## src/rtl/dmux_stream.sv

```systemverilog
// One-deep stream demultiplexer: routes each input word to port A or B by select.
// Optional per-port transfer counters are built when DMUX_STREAM_COUNT_EN is defined.
module dmux_stream #(
  parameter int unsigned WIDTH = 16
) (
  input  logic             clk,
  input  logic             reset,
  input  logic             in_valid,
  output logic             in_ready,
  input  logic [WIDTH-1:0] in_data,
  input  logic             select,
  output logic             outA_valid,
  input  logic             outA_ready,
  output logic [WIDTH-1:0] outA_data,
  output logic             outB_valid,
  input  logic             outB_ready,
  output logic [WIDTH-1:0] outB_data,
  output logic [15:0]      countA,
  output logic [15:0]      countB
);

  localparam int unsigned CountWidth = 16;

  typedef enum logic [1:0] {
    EMPTY  = 2'd0,
    FULL_A = 2'd1,
    FULL_B = 2'd2
  } state_t;

  state_t           state;
  state_t           nextState;
  logic [WIDTH-1:0] heldWord;
  logic             inHandshake;

  // State and held word; the word only moves on an accepted input.
  always_ff @(posedge clk) begin
    if (reset) begin
      state    <= EMPTY;
      heldWord <= '0;
    end else begin
      state <= nextState;
      if (inHandshake) begin
        heldWord <= in_data;
      end
    end
  end

  // Outputs decode from the registered state only; in_ready also looks at the held port's ready.
  always_comb begin
    nextState   = state;
    in_ready    = 1'b0;
    inHandshake = 1'b0;
    outA_valid  = 1'b0;
    outB_valid  = 1'b0;
    outA_data   = '0;
    outB_data   = '0;

    case (state)
      EMPTY: begin
        in_ready = !reset;
      end
      FULL_A: begin
        outA_valid = 1'b1;
        outA_data  = heldWord;
        in_ready   = !reset && outA_ready;
      end
      FULL_B: begin
        outB_valid = 1'b1;
        outB_data  = heldWord;
        in_ready   = !reset && outB_ready;
      end
      default: begin
        in_ready = 1'b0;
      end
    endcase

    inHandshake = in_valid && in_ready;

    // A held word leaves whenever in_ready is high, so an input handshake implies it drained.
    if (inHandshake) begin
      nextState = select ? FULL_B : FULL_A;
    end else if ((outA_valid && outA_ready) || (outB_valid && outB_ready)) begin
      nextState = EMPTY;
    end
  end

`ifdef DMUX_STREAM_COUNT_EN
  logic [CountWidth-1:0] countAReg;
  logic [CountWidth-1:0] countBReg;

  // Completed output transfers per port, free-running with wrap.
  always_ff @(posedge clk) begin
    if (reset) begin
      countAReg <= '0;
      countBReg <= '0;
    end else begin
      if (outA_valid && outA_ready) begin
        countAReg <= countAReg + CountWidth'(1);
      end
      if (outB_valid && outB_ready) begin
        countBReg <= countBReg + CountWidth'(1);
      end
    end
  end

  assign countA = countAReg;
  assign countB = countBReg;
`else
  assign countA = CountWidth'(0);
  assign countB = CountWidth'(0);
`endif

endmodule

```

## config.mk

```make
export PLATFORM = sky130hd
export DESIGN_NAME = dmux_stream
export DESIGN_NICKNAME = d
export VERILOG_FILES = /design/src/rtl/dmux_stream.sv
export SDC_FILE = /design/constraint.sdc
export NUM_CORES = 1
export LEC_CHECK = 0
export BUFFER_PORTS_ARGS = -buffer_cell sky130_fd_sc_hd__buf_2
export CORE_MARGIN = 2
export CORE_UTILIZATION = 38
export DETAILED_ROUTE_END_ITERATION = 7
export PLACE_DENSITY = 0.76
export SETUP_SLACK_MARGIN = 0.2
export SLEW_MARGIN = 20
export SYNTH_ARGS = -nofsm -noshare
export SYNTH_HDL_FRONTEND = slang
export SYNTH_SLANG_ARGS = --single-unit
```

## constraint.sdc

```tcl
create_clock -name clk -period 1.75 [get_ports clk]
set_input_delay 0.4375 -clock clk [delete_from_list [all_inputs] [get_ports clk]]
set_output_delay 0.4375 -clock clk [all_outputs]
set_load 0.005 [all_outputs]
```

==> After elaboration in Yosys (flattened, before gate mapping) <==
Cells that the tools add are included.
{ "totals": {"regBits": 18, "in_bits": 22, "output_inout_bits": 67, "wordCells": 21} }
{ "op_classes": {"eq_ne": 2, "n_mux": 8, "reduce_logical": 9} }
{ "op_table": {"columns": ["cell", "n"], "rows": [
  ["16-bit 2-to-1 mux", 2],
  ["2-bit 2-to-1 mux", 3],
  ["1-bit logical AND", 5],
  ["1-bit one-hot mux with 3 select lines", 1],
  ["2-bit by 1-bit equality test with 1-bit output, second input constant", 1],
  ["2-bit equality test, second input constant", 1],
  ["2-bit zero test", 1],
  ["1-bit 2-to-1 mux", 2],
  ["2-bit nonzero test", 1],
  ["1-bit zero test", 1],
  ["1-bit logical OR", 1]
]} }

==> Longest topological paths before layout <==
Gate-level depths: netlist of the first run.
{ "logic_depth": {"word_depth": 6, "ltp_mapped": 6} }

==> Least setup slack after synthesis of the first run <==
Ideal clock, no wire load.
{ "synth_timing": {"kind": "reg2reg", "start": "register state[0]", "end": "register state[0]", "setup_ns": 0.121, "t_arrival_ns": 1.663, "required_ns": 1.629, "setup_slack_ns": -0.034, "stages_incl_launch_ff": 6, "n_path_buf": 0, "synth_period_minus_slack_ns": 1.784, "path_cell_list": "dfxtp_1 > inv_1 > ha_1 > mux2_4 > a31oi_4 > mux2_2"} }
{ "synth_between": {"elab_chain_len": 5, "word_cells_on_any_way": 12, "cone_classes": "eq/ne (2); mux (4); reduce/logical (6)"} }
{ "synth_lines": {"columns": ["element", "line_no", "text"], "rows": [
  ["from (decl)", "30", "state_t state;"],
  ["from (signal assigned)", "41", "state <= nextState;"],
  ["2-bit equality test", "58", "case (state)"],
  ["1-bit 2-to-1 mux", "58", null],
  ["net outB_valid", "15", "output logic outB_valid,"],
  ["1-bit logical AND", "82", "end else if ((outA_valid && outA_ready) || (outB_valid && outB_ready)) begin"],
  ["1-bit logical OR", "82", null],
  ["2-bit nonzero test (no source line)", null, null]
]} }
The timed path passes the listed nets, and every way through them passes these cells.
A chain may end at the register's enable or synchronous reset.

==> Worst setup path in the final report of the first run <==
{ "layout_timing": {"start": "register state[0]", "end": "output in_ready"} }
{ "layout_between": {"elab_chain_len": 2, "word_cells_on_any_way": 4, "cone_classes": "eq/ne (2); mux (1); reduce/logical (1)"} }
{ "layout_lines": {"columns": ["element", "line_no", "text"], "rows": [
  ["2-bit equality test (tied with other cells)", "58", null],
  ["1-bit one-hot mux with 3 select lines (*)", "58", null],
  ["to (decl)", "9", "output logic in_ready,"]
]} }
Mark *: on every way between the ends. The rest lies on a longest branch, timed or not.

==> results.json, run 1 <==
{
  "status": "finished, violations left",
  "failed_checks": "negative setup slack",
  "place.gp.congestion": 0.6884,
  "drt_pre_antenna_iters": 4,
  "overflow": 0,
  "num_antenna_cells": 0,
  "drt-total-wl_mm": 3.040,
  "required_ns": 1.31,
  "cts_buffer_depth": 2,
  "r2r-end": "state[0]",
  "crit_path_max_fanout": 3,
  "ant_nets": 0,
  "drive_above_1_share": 0.4609,
  "grt_pass1_wl_mm": 4.671,
  "critPathLaunchType": "register",
  "crit_start": "state[0]",
  "min_path_cells": 3,
  "syn_inst": 160,
  "setup_viol": 17,
  "numPortBuffers": 56,
  "die_w_um": 64.73,
  "dp_hpwl_mm": 1.960,
  "fin_crit_ns": 1.852,
  "ys.flop_type": "dfxtp_1",
  "min-delay-start": "in_data[14]",
  "clk_pin_slew_ns": 0.06,
  "async_flop_share": 0,
  "finalMaxSlewViolations": 0,
  "total_power_mw": 1.347,
  "hold-path-endpoint": "heldWord[14]",
  "layout.nets": 259,
  "num_vias": 1149,
  "timing.rr.start": "state[0]",
  "finalCritPeriodShare": 1.058,
  "insertion_delay_ns": 0.24,
  "synthDominantAreaCellType": "dfxtp_1",
  "wl_per_cell_um": 10.94,
  "drcViolationCount": 0,
  "rows": 22,
  "synth_warnings": 0,
  "end_kind": "output port",
  "core_mm2": 0.003606,
  "finalHoldViolCount": 0,
  "ys_seq_elements": 18,
  "setup-tns-final_ns": -0.9657,
  "n_fill_cell": 343,
  "synth_edf_count": 0,
  "synth_top_area_share": 0.2571,
  "io_pins": 89,
  "max_freq_mhz": 539.9,
  "min_path_type": "in2reg",
  "critPathKind": "reg2out",
  "grt_start_max_net_pins": 22,
  "vdd_drop_max_v": 0.0003302,
  "clock_skew_ns": 0.001097,
  "vias_per_cell": 4.133,
  "htreeDepth": 1,
  "synth-seq-area-share": 0.2571,
  "globalRouteTotalUtil": 0.1421,
  "cts_root_buffer": "clkbuf_8",
  "rsz0062_at_grt": "yes",
  "synthTopCellsByCount": "and2_1 (32), buf_4 (32), nand2b_1 (32), dfxtp_1 (18), mux2i_1 (16)",
  "clock_sinks": 18,
  "setup_slack_ns": -0.1022,
  "syn2layout_area_growth_pct": 47.77,
  "r2r_slack_ns": 0.01,
  "dieArea_mm2": 0.004189,
  "synth.distinct_cells": 21,
  "tritoncts": "yes",
  "power-per-cell-area_mw_per_mm2": 650.7,
  "initial_core_util": 0.3886,
  "chipHeight_um": 64.73,
  "synth.area.top_cells": "dfxtp_1 (26%), buf_4 (17%), and2_1 (14%)",
  "maxCapViolCount": 0,
  "cts-buffers-inserted": 3,
  "syn_avg_cell_area_um2": 8.758,
  "p_leak_nw": 1.064,
  "drt_iter0_markers": 32,
  "crit_arrival_ns": 1.41,
  "first_global_vias": 999,
  "antenna_found_initial": 0,
  "r2r_cells": 7,
  "syn-cell-area_mm2": 0.001401
}
sequential cells by signal, indices dropped and copies added, names as in the netlist:
register	flops
heldWord	16
state	2
power breakdown:
part | leakage, nW | internal (mW) | switching, mW
logic | 0.893 | 0.339 | 0.235
registers | 0.150 | 0.462 | 0.0376
clock network | 0.0216 | 0.152 | 0.121
total | 1.06 | 0.954 | 0.393
through the flow:
| step | instances | util | hold slack (ns) | area (µm²) | setup WS [ns] |
|---|---|---|---|---|---|
| after global placement | 260 | 0.4518 | 0.4661 | 1629 | 0.09191 |
| after CTS | 276 | 0.5281 | 0.4382 | 1904 | -0.08739 |
| after floorplan | 191 | - | 0.4557 | 1536 | 0.1374 |
| after detailed placement | 260 | 0.4518 | 0.4730 | 1629 | 0.06572 |
| final | 278 | 0.5743 | 0.4418 | 2071 | -0.1022 |
| after global routing | 278 | 0.5743 | 0.4438 | 2071 | -0.1506 |
worst max-delay path, cell delays in order (launching register included):
cell and delay (ns):
dfxtp_4 0.37, inv_4 0.04, ha_4 0.15, mux2_4 0.30, a21oi_2 0.12, nor3_1 0.05, buf_2 0.13
placed cells by master, fill, tap and decap left out, types with 2 or more instances in the layout:
| cell type | Yosys | layout |
|---|---|---|
| mux2i_1 | 16 | 16 |
| dfxtp_1 | 18 | 16 |
| nor2b_1 | 2 | 2 |
| dfxtp_4 | 0 | 2 |
| mux2_4 | 1 | 2 |
| buf_6 | 0 | 23 |
| buf_16 | 0 | 2 |
| buf_2 | 0 | 40 |
| and2_4 | 0 | 15 |
| clkbuf_8 | 0 | 3 |
| nor3_1 | 3 | 3 |
| ha_4 | 0 | 4 |
| nand2b_1 | 32 | 32 |
| buf_4 | 32 | 7 |
| inv_4 | 0 | 2 |
| buf_12 | 0 | 2 |
| conb_1 | 1 | 32 |
| and2_1 | 32 | 17 |
how the worst max path moves through the flow:
stage | slack [ns] | end | depth (start not counted)
2_1_floorplan | 0.14 | state[0] | 5
3_3_place_gp | 0.09 | outA_data[6] | 4
3_5_place_dp | 0.07 | outA_data[9] | 4
4_1_cts | -0.09 | in_ready | 6
5_1_grt | -0.15 | in_ready | 6
6_report | -0.10 | in_ready | 6
metal layers:
metal / track usage / share of wire
met5: 0 / 0
met3: 0.01736 / 0.049
met4: 0.03191 / 0.018
met1: 0.1823 / 0.43
met2: 0.2526 / 0.50
area by class of cell:
| cell class | count | area, µm² | share of cell area |
|---|---|---|---|
| Tap cell | 48 | 60.06 | 0.02900 |
| Sequential cell | 18 | 367.9 | 0.1776 |
| Timing Repair Buffer | 75 | 621.8 | 0.3003 |
| Inverter | 2 | 12.51 | 0.006042 |
| Multi-Input combinational cell | 132 | 967.2 | 0.4671 |
| Clock buffer | 3 | 41.29 | 0.01994 |
cell families after synthesis:
kind of cell,count (synthesis),share of synthesized area
simple gates,72,0.3214
mux,19,0.1411
buf+inv,41,0.2036
flops,18,0.2571
fa+ha+maj,5,0.04464
other cells,1,0.002676
compound gates,4,0.02946
repair_timing:
action / CTS / global route
gates resized for setup: 24 / 35
cloned: 4 / 0
pin swaps: 3 / 8
hold buffers: 0 / 0
buffers inserted: 9 / 2
endpoints found under the setup margin: 47 / 52
Note: power is estimated with default switching activity, not from simulation.
==> inputs of run 2 (changes only) <==
--- a/config.mk
+++ b/config.mk
@@ -5,7 +5,7 @@
 export SDC_FILE = /design/constraint.sdc
 export NUM_CORES = 1
 export LEC_CHECK = 0
-export BUFFER_PORTS_ARGS = -buffer_cell sky130_fd_sc_hd__buf_2
+export BUFFER_PORTS_ARGS = -buffer_cell sky130_fd_sc_hd__buf_4
 export CORE_MARGIN = 2
 export CORE_UTILIZATION = 38
 export DETAILED_ROUTE_END_ITERATION = 7
==> results.json, run 2 (synthesis results as in run 1) <==
{
  "setup_viol": 48,
  "cp_top_family": "flip-flops",
  "layout.nets": 258,
  "ant_nets": 0,
  "drt_iter0_markers": 44,
  "mostFrequentLayoutCells": "buf_4 (63), nand2b_1 (32), conb_1 (32)",
  "crit_arrival_ns": 1.45,
  "reg_top3": "heldWord (16), state (2)",
  "rows": 22,
  "internal-power_mw": 0.9895,
  "crit_path_max_fanout": 3,
  "finalHoldViolCount": 0,
  "grt_start_max_net_pins": 39,
  "setup-tns-final_ns": -1.992,
  "critPathKind": "reg2out",
  "worstPathCellList": "inv_4 > ha_4 > mux2_4 > a21oi_4 > nor3_2 > buf_4",
  "first_global_vias": 954,
  "drt-total-wl_mm": 2.997,
  "finalCritPeriodShare": 1.081,
  "p_leak_nw": 1.054,
  "maxCapViolCount": 0,
  "power-per-cell-area_mw_per_mm2": 663.5,
  "power_frac_comb": 0.403,
  "required_ns": 1.31,
  "utilization": 0.5805,
  "min_path_type": "in2reg",
  "path_buf_inv": 2,
  "grt_pass1_wl_mm": 4.602,
  "place_area_mm2": 0.001754,
  "end_kind": "output port",
  "hold_slack_ns": 0.4266,
  "rsz0062_at_grt": "yes",
  "failed_checks": "negative setup slack",
  "insertion_delay_ns": 0.25,
  "vdd_drop_max_v": 0.0003932,
  "globalRouteTotalUtil": 0.1438,
  "slowest_delay_ns": 0.36,
  "critPathLaunchType": "register",
  "place.gp.congestion": 0.6597,
  "initial_core_util": 0.3886,
  "dieArea_mm2": 0.004189,
  "tritoncts": "yes",
  "total_power_mw": 1.389,
  "max_freq_mhz": 528.6,
  "cts_root_buffer": "clkbuf_8",
  "num_vias": 1130,
  "syn2layout_area_growth_pct": 49.38,
  "antenna_found_initial": 0,
  "htreeDepth": 1,
  "wl_per_cell_um": 10.78,
  "swShare": 0.2876,
  "clk_pin_slew_ns": 0.07,
  "cpMaxStageDelayCell": "dfxtp_2",
  "drt_pre_antenna_iters": 3,
  "largest-register": "heldWord",
  "io_pins": 89,
  "clock_sinks": 18,
  "overflow": 0,
  "vias_per_cell": 4.065,
  "cts_buffer_depth": 2,
  "final_cells": 278,
  "chipHeight_um": 64.73,
  "pre_cts_slack_ns": 0.02952,
  "num_antenna_cells": 0,
  "finalMaxSlewViolations": 0,
  "fin_crit_ns": 1.892,
  "p_sw_mw": 0.3994,
  "dp.cells": 258,
  "status": "finished, violations left",
  "dp_hpwl_mm": 1.895,
  "n_fill_cell": 359,
  "p_clk_frac": 0.240,
  "r2r_slack_ns": -0.06,
  "largest_reg_flops": 16,
  "numPortBuffers": 56,
  "setup_slack_ns": -0.1417,
  "die_w_um": 64.73,
  "cts-buffers-inserted": 3,
  "final_common_cell": "buf_4",
  "drive_above_1_share": 0.4174,
  "design_area_mm2": 0.002093,
  "clock_skew_ns": 0.001976,
  "pwr-share-seq": 0.357,
  "core_mm2": 0.003606,
  "drcViolationCount": 0
}
==> run 2: cell count changes in the layout (fill, tap and decap cells not counted), sizes merged <==
cell / previous run / this run
clkbuf: 3 / 4
buf: 75 / 74
==> run 2: cell type report <==
cell class	instances	area [µm²]	area share
clock buffers	4	55.05	0.02630
repair buffers	74	630.6	0.3013
well taps	48	60.06	0.02869
inverters	2	10.01	0.004782
multi-input cells	132	972.2	0.4644
flip-flops and latches	18	365.4	0.1745
==> run 2: layer usage <==
metal  vias to the layer above  global-route usage  routed length [µm]
li1                        583                   -                   -
met1                       495              0.1778                1251
met2                        48              0.2448                1511
met3                         4             0.03299                 195
met4                         0             0.04787                  38
met5                         -                   0                   0
==> run 2: repair_timing <==
action / 4_1_cts / 5_1_grt
pin swaps: 3 / 2
setup endpoints to repair: 52 / 52
gates resized for setup: 20 / 10
cloned: 1 / 0
setup buffers: 13 / 2
hold buffers: 0 / 0
==> run 2: power by group through the flow <==
| stage | Sequential (mW) | Combinational [mW] | Clock, mW |
|---|---|---|---|
| after global routing | 0.505 | 0.606 | 0.364 |
| final | 0.495 | 0.560 | 0.333 |
| after detailed placement | 0.505 | 0.375 | 0 |
| after floorplan | 0.496 | 0.307 | 0 |
| after CTS | 0.497 | 0.514 | 0.352 |
| after global placement | 0.503 | 0.372 | 0 |
==> run 2: final timing paths <==
| kind | startpoint | endpoint | depth (start not counted) |
|---|---|---|---|
| hold / removal | select | state[1] | 2 |
| hold reg to reg | heldWord[10] | heldWord[10] | 2 |
| setup / recovery | state[0] | in_ready | 6 |
| setup reg to reg | state[0] | heldWord[7] | 8 |
==> run 2: worst reg2reg max path: cells and delay by family, from the launching register on <==
family                   cells  cell delay [ns]
AO/OA/AOI/OAI                1             0.23
buffers and inverters        4             0.50
flip-flops                   1             0.36
adder cells (fa/ha/maj)      1             0.16
multiplexers                 2             0.51
